<file path="config.mk">
export PLATFORM = sky130hd
export DESIGN_NAME = ir_multi_car_tx
export DESIGN_NICKNAME = d
export VERILOG_FILES = /design/src/rtl/ir_multi_car_tx.sv
export SDC_FILE = /design/constraint.sdc
export NUM_CORES = 1
export LEC_CHECK = 0
export ABC_AREA = 0
export CAP_MARGIN = 20
export CORE_MARGIN = 2
export CORE_UTILIZATION = 60
export CTS_BUF_LIST = sky130_fd_sc_hd__clkbuf_16
export CTS_CLUSTER_DIAMETER = 40
export DETAILED_ROUTE_END_ITERATION = 8
export GPL_ROUTABILITY_DRIVEN = 0
export GPL_TIMING_DRIVEN = 0
export PLACE_DENSITY = 0.8
export SKIP_CTS_REPAIR_TIMING = 1
export SYNTH_ARGS = -nofsm -noshare
export SYNTH_HDL_FRONTEND = slang
export SYNTH_SLANG_ARGS = --single-unit
</file>
<file path="constraint.sdc">
create_clock -name CLK -period 4.95 [get_ports CLK]
set_input_delay 0.99 -clock CLK [delete_from_list [all_inputs] [get_ports CLK]]
set_output_delay 0.99 -clock CLK [all_outputs]
set_load 0.01 [all_outputs]
</file>
<file path="src/rtl/ir_multi_car_tx.sv">
// Multi-car IR transmitter: bus-written car select and command, sent as periodic
// start/select/4-bit-command burst packets on a per-car modulated carrier.
module ir_multi_car_tx #(
  parameter logic [7:0]            BASE_ADDR   = 8'h90,
  parameter int unsigned           NUM_CARS    = 4,
  parameter int unsigned           CLK_HZ      = 100_000_000,
  parameter int unsigned           PACKET_HZ   = 10,
  parameter int unsigned           HOLD_PKTS   = 5,
  parameter logic [8*NUM_CARS-1:0] START_SZ    = {8'd192, 8'd88, 8'd88, 8'd191},
  parameter logic [8*NUM_CARS-1:0] SEL_SZ      = {8'd24, 8'd44, 8'd22, 8'd47},
  parameter logic [8*NUM_CARS-1:0] ASSERT_SZ   = {8'd48, 8'd44, 8'd44, 8'd47},
  parameter logic [8*NUM_CARS-1:0] DEASSERT_SZ = {8'd24, 8'd22, 8'd22, 8'd22},
  parameter logic [8*NUM_CARS-1:0] GAP_SZ      = {8'd24, 8'd40, 8'd40, 8'd25},
  parameter logic [12*NUM_CARS-1:0] CARRIER_PER = {12'd2778, 12'd2667, 12'd2500, 12'd2778},
  localparam int unsigned          IDX_W       = (NUM_CARS > 1) ? $clog2(NUM_CARS) : 1
) (
  input  logic             CLK,
  input  logic             RESET,
  input  logic             BUS_WE,
  input  logic [7:0]       BUS_ADDR,
  input  logic [7:0]       BUS_DATA,
  output logic             IR_LED,
  output logic             BUSY,
  output logic             PKT_DONE,
  output logic [IDX_W-1:0] ACTIVE_CAR
);

  localparam int unsigned INTERVAL = CLK_HZ / PACKET_HZ;
  localparam int unsigned INT_W    = (INTERVAL > 1) ? $clog2(INTERVAL) : 1;
  localparam logic [INT_W-1:0] INT_LAST = INT_W'(INTERVAL - 1);
  localparam int unsigned HOLD_W   = ($clog2(HOLD_PKTS + 1) > 0) ? $clog2(HOLD_PKTS + 1) : 1;
  localparam logic [HOLD_W-1:0] HOLD_INIT = HOLD_W'(HOLD_PKTS);

  typedef enum logic [2:0] {StIdle, StStart, StGap, StSel, StCmd, StDone} state_e;

  state_e              state_q, state_d;
  logic [INT_W-1:0]    int_cnt_q;
  logic [NUM_CARS-1:0] sel_q;
  logic [3:0]          cmd_q;
  logic [HOLD_W-1:0]   hold_q;
  logic [IDX_W-1:0]    car_q;
  logic [3:0]          pkt_cmd_q;
  logic [2:0]          stage_q, stage_d;
  logic [11:0]         per_cnt_q, per_cnt_d;
  logic [7:0]          len_cnt_q, len_cnt_d;

  logic             bus_wr, tick, start_pkt, pick_valid, cmd_bit, in_burst;
  logic [IDX_W-1:0] pick_idx;
  logic [1:0]       bit_idx;
  logic [11:0]      cur_per;
  logic [7:0]       cur_len;

  assign bus_wr    = BUS_WE && (BUS_ADDR == BASE_ADDR);
  assign tick      = (int_cnt_q == INT_LAST);
  assign start_pkt = tick && (state_q == StIdle) && pick_valid;

  // Lowest set select bit wins
  always_comb begin
    pick_valid = |sel_q;
    pick_idx   = '0;
    for (int i = NUM_CARS - 1; i >= 0; i--) begin
      if (sel_q[i]) pick_idx = IDX_W'(i);
    end
  end

  // Profiles are elaboration constants, so latching the car index snapshots the profile
  assign cur_per = CARRIER_PER[12*int'(car_q) +: 12];
  assign bit_idx = 2'(3'd5 - stage_q);
  assign cmd_bit = pkt_cmd_q[bit_idx];

  always_comb begin
    cur_len = '0;
    case (state_q)
      StStart: cur_len = START_SZ[8*int'(car_q) +: 8];
      StSel:   cur_len = SEL_SZ[8*int'(car_q) +: 8];
      StCmd:   cur_len = cmd_bit ? ASSERT_SZ[8*int'(car_q) +: 8]
                                 : DEASSERT_SZ[8*int'(car_q) +: 8];
      StGap:   cur_len = GAP_SZ[8*int'(car_q) +: 8];
      default: cur_len = '0;
    endcase
  end

  // stage_q: 0 start, 1 select, 2..5 command bits 3..0
  always_comb begin
    state_d   = state_q;
    stage_d   = stage_q;
    per_cnt_d = per_cnt_q;
    len_cnt_d = len_cnt_q;
    case (state_q)
      StIdle: begin
        if (start_pkt) begin
          state_d   = StStart;
          stage_d   = 3'd0;
          per_cnt_d = '0;
          len_cnt_d = '0;
        end
      end
      StStart, StSel, StCmd, StGap: begin
        if (per_cnt_q == cur_per - 12'd1) begin
          per_cnt_d = '0;
          len_cnt_d = len_cnt_q + 8'd1;
          if (len_cnt_q == cur_len - 8'd1) begin
            len_cnt_d = '0;
            if (state_q != StGap) begin
              state_d = StGap;
            end else if (stage_q == 3'd5) begin
              state_d = StDone;
            end else begin
              stage_d = stage_q + 3'd1;
              state_d = (stage_q == 3'd0) ? StSel : StCmd;
            end
          end
        end else begin
          per_cnt_d = per_cnt_q + 12'd1;
        end
      end
      StDone:  state_d = StIdle;
      default: state_d = StIdle;
    endcase
  end

  always_ff @(posedge CLK or negedge RESET) begin
    if (!RESET) begin
      state_q   <= StIdle;
      stage_q   <= '0;
      per_cnt_q <= '0;
      len_cnt_q <= '0;
      int_cnt_q <= '0;
      car_q     <= '0;
      pkt_cmd_q <= '0;
    end else begin
      state_q   <= state_d;
      stage_q   <= stage_d;
      per_cnt_q <= per_cnt_d;
      len_cnt_q <= len_cnt_d;
      int_cnt_q <= tick ? '0 : int_cnt_q + 1'b1;
      if (start_pkt) begin
        car_q     <= pick_idx;
        pkt_cmd_q <= cmd_q;
      end
    end
  end

  // A bus write on the same edge as a packet start overrides the hold decrement
  always_ff @(posedge CLK or negedge RESET) begin
    if (!RESET) begin
      sel_q  <= '0;
      cmd_q  <= '0;
      hold_q <= '0;
    end else if (bus_wr) begin
      sel_q  <= NUM_CARS'(BUS_DATA[7:4]);
      cmd_q  <= BUS_DATA[3:0];
      hold_q <= HOLD_INIT;
    end else if (start_pkt && (HOLD_PKTS != 0) && (hold_q != '0)) begin
      hold_q <= hold_q - 1'b1;
      if (hold_q == HOLD_W'(1)) cmd_q <= '0;
    end
  end

  assign in_burst   = (state_q == StStart) || (state_q == StSel) || (state_q == StCmd);
  assign BUSY       = in_burst || (state_q == StGap);
  assign PKT_DONE   = (state_q == StDone);
  assign IR_LED     = in_burst && (per_cnt_q < {1'b0, cur_per[11:1]});
  assign ACTIVE_CAR = car_q;

endmodule

</file>
==> results.md <==
- Status: complete, no violations
- Clk sinks: between 60 and 70
- Num CTS Buffers: 9
- CP Max Fanout: 9
- Setup crit end kind: primary output
- Final hold violations: 0
- Remaining antenna violation count: 0
- Core Box Area: 6760 um2
- Storage element area: ~1700 um2
- Vias in the first global route: approximately 3400
- Initial antenna violation count: 0
- Syn Inst Count: between 400 and 500
- Syn_area_per_cell: about 9.0 um2
- Setup TNS: 0 ps
- Net switching power: between 200 and 250 uW
- Final WS setup: between 600 and 700 ps
- Setup crit start kind: register
- Worst vdd ir: approximately 0.2 mV
- Grt ovf: 0
- Power, Total: 1150 uW
- Cell internal pwr: 899 uW
- Die ar.: roughly 7600 um2
- Share of the yosys chip area belonging to registers: 40.3%
- Worst setup endpoint: IR_LED
- Area occupied by multi-input gates: roughly 2300 um2
- Leading area contributor after synthesis: dfrtp_1
- Comb pwr share: under 10%
- Worst-margin pin slew: just under 900 ps
- Util after Layout: a little over two thirds
- Post-layout nets: 535
- Worst reg2reg path depth: 13
- Pwr/cell area: around 240 nW/um2
- Final setup vio count: 0
- Share of the synthesized area in the top cell type: 40.3%
- Mapped Nets: around 500
- Post-synth EDFFs: 0
- TritonCTS clock tree: done
- Max frequency: 234 MHz
- DIE WIDTH: ~87 um
- Worst R2R Setup Slack: between 800 and 900 ps
- Clk_lat worst skew: 330 ps
- WP data required: 3960 ps
- Total wire length: a little under 9000 um
- Sequential Power Share: between 40 and 50%
- Worst r2r src: state_q[2]$_DFFE_PN0P_
- CTS root buf: clkbuf_16
- CP Launch Point: ACTIVE_CAR[1]$_DFFE_PN0P_
- Pin count of the biggest net entering global routing: approximately 70
- # diodes: 0
- DR WL/cell: approximately 15 um
- Drt first-iter violations: around 250
- Maxcap violations: 0
- Drt drc: 0
- Shortest period the worst path allows: roughly 4300 ps
- Initial Utilization: slightly above 60%
- Synth top area cells: dfrtp_1, nand2_1, ha_1, xnor2_1, xor2_1
- Critical path type: reg -> out
- Fillers: 519
- Top cells by count, synth: nand2_1, dfrtp_1, nor2_1
- GRT Util Overall: approximately a quarter
- Layout cells sized above 1: under 10%
- Sw frac: between 20% and 30%
- I/O Buffers: 23
- Final-report max-slew violation count: 0
- Clock power share: between 40% and 50%
- Area grow syn2layout: 14.2%
- Crit path DAT: 3290 ps
- Most frequent cell after synthesis: nand2_1
- H-tree Lvls: 3
- Pre-CTS setup slack: 901 ps
- FFs w/ async S/R, synth: 100%
- Reg-to-Reg End: len_cnt_q[4]$_DFFE_PN0P_
- Worst-path clk slew: approximately 50 ps
- Min-Delay Path Class: reg -> reg
- Top FF cell, synth: dfrtp_1
- Drt pass-1 iters: 5
- Die height: about 87 um
- DP HPWL: approximately 6400 um
- Slew HR: 41.2%
- Global-route wire length before repair: 15400 um
- Distinct cells, synth: slightly above 60
- Crit share post-route: between 80% and 90%
- Via density: 5.96
- Setup Skew: around 3.8 ps
- Max clock buf depth: 2
- IO Pins: 24
- Core Rows: 30
- RSZ-0062 raised after global routing: false
- Post-Syn Area: 4160 um2
- Seq cells post-synth: 67
- Warnings from Yosys: 0
- P_leak: around 0.0021 uW
- Hold WS: 472 ps
- DR vias: between 3000 and 4000
[stage by stage]
step / instances / cell area, um2
2_1_floorplan: 462 / 4160
3_3_place_gp: 565 / 4490
3_5_place_dp: 565 / 4490
4_1_cts: 581 / 4750
5_1_grt: 581 / 4750
6_report: 581 / 4750
[power groups by stage]
stage                     Combinational (uW)  Sequential (uW)  Clock [uW]
final                                   31.1              555         561
after global routing                    36.1              555         598
after CTS                               32.4              555         569
after detailed placement                32.1              564           0
after global placement                  31.4              564           0
after floorplan                         5.67              564           0
[cell type report]
type	instances	share of cell area, %
clock buffers	9	4.74
repair buffers	23	4.79
multi-input cells	361	49.0
plain buffers	14	1.74
flip-flops and latches	67	35.3
well taps	80	2.11
inverters	20	1.58
clock inverters	7	0.789
[how the worst min path moves through the flow]
| stage | start | end | slack [ps] | depth (start not counted) |
|---|---|---|---|---|
| 6_report | cmd_q[1]$_DFFE_PN0P_ | pkt_cmd_q[1]$_DFFE_PN0P_ | 470 | 2 |
| 5_1_grt | cmd_q[1]$_DFFE_PN0P_ | pkt_cmd_q[1]$_DFFE_PN0P_ | 490 | 2 |
| 4_1_cts | cmd_q[1]$_DFFE_PN0P_ | pkt_cmd_q[1]$_DFFE_PN0P_ | 470 | 2 |
| 3_5_place_dp | cmd_q[3]$_DFFE_PN0P_ | pkt_cmd_q[3]$_DFFE_PN0P_ | 460 | 2 |
| 3_3_place_gp | cmd_q[3]$_DFFE_PN0P_ | pkt_cmd_q[3]$_DFFE_PN0P_ | 450 | 2 |
| 2_1_floorplan | cmd_q[0]$_DFFE_PN0P_ | pkt_cmd_q[0]$_DFFE_PN0P_ | 440 | 2 |
[registers in the layout (all words and copies together) (netlist names)]
| name | cells |
|---|---|
| ACTIVE_CAR | 2 |
| pkt_cmd_q | 4 |
| len_cnt_q | 8 |
| per_cnt_q | 12 |
| stage_q | 3 |
| hold_q | 3 |
| cmd_q | 4 |
| state_q | 3 |
| int_cnt_q | 24 |
| sel_q | 4 |
[cell families after synthesis]
family                   synth area share (%)
XOR/XNOR                                 9.46
multiplexers                             1.53
adder cells (fa/ha/maj)                  6.01
flip-flops                               40.3
AO/OA/AOI/OAI                            13.6
buffers and inverters                    3.79
AND/OR/NAND/NOR                          25.3
[cells in the final DEF, fill, tap and decap left out, types with 7 or more instances in the layout]
cell	instances
inv_1	21
xnor2_1	23
nand3_1	19
a21oi_1	15
clkbuf_16	9
o21ai_0	19
o211ai_1	9
nor2_1	49
and3_1	13
dfrtp_1	67
ha_1	20
and4_1	7
clkdlybuf4s50_1	22
nand2_1	73
nor3_1	9
xor2_1	22
[critical path, stage by stage, from the launching register on]
cell	delay (ps)
dfrtp_1	430
buf_6	170
inv_1	140
ha_1	290
inv_1	110
ha_1	280
o21a_1	110
o21a_1	160
o21ai_0	140
nand2b_1	70
a21oi_1	140
nor2_1	60
o21ai_0	160
a31o_2	180
clkdlybuf4s50_1	520
[metal layers]
metal | up-vias | part of all wire (%) | global-route usage, %
li1 | 1702 | - | -
met1 | 1653 | 45 | 33.6
met2 | 93 | 48 | 41.7
met3 | 14 | 5.1 | 5.59
met4 | 0 | 1.5 | 8.25
met5 | - | 0 | 0
No activity file was read; power rests on OpenSTA's default activity.
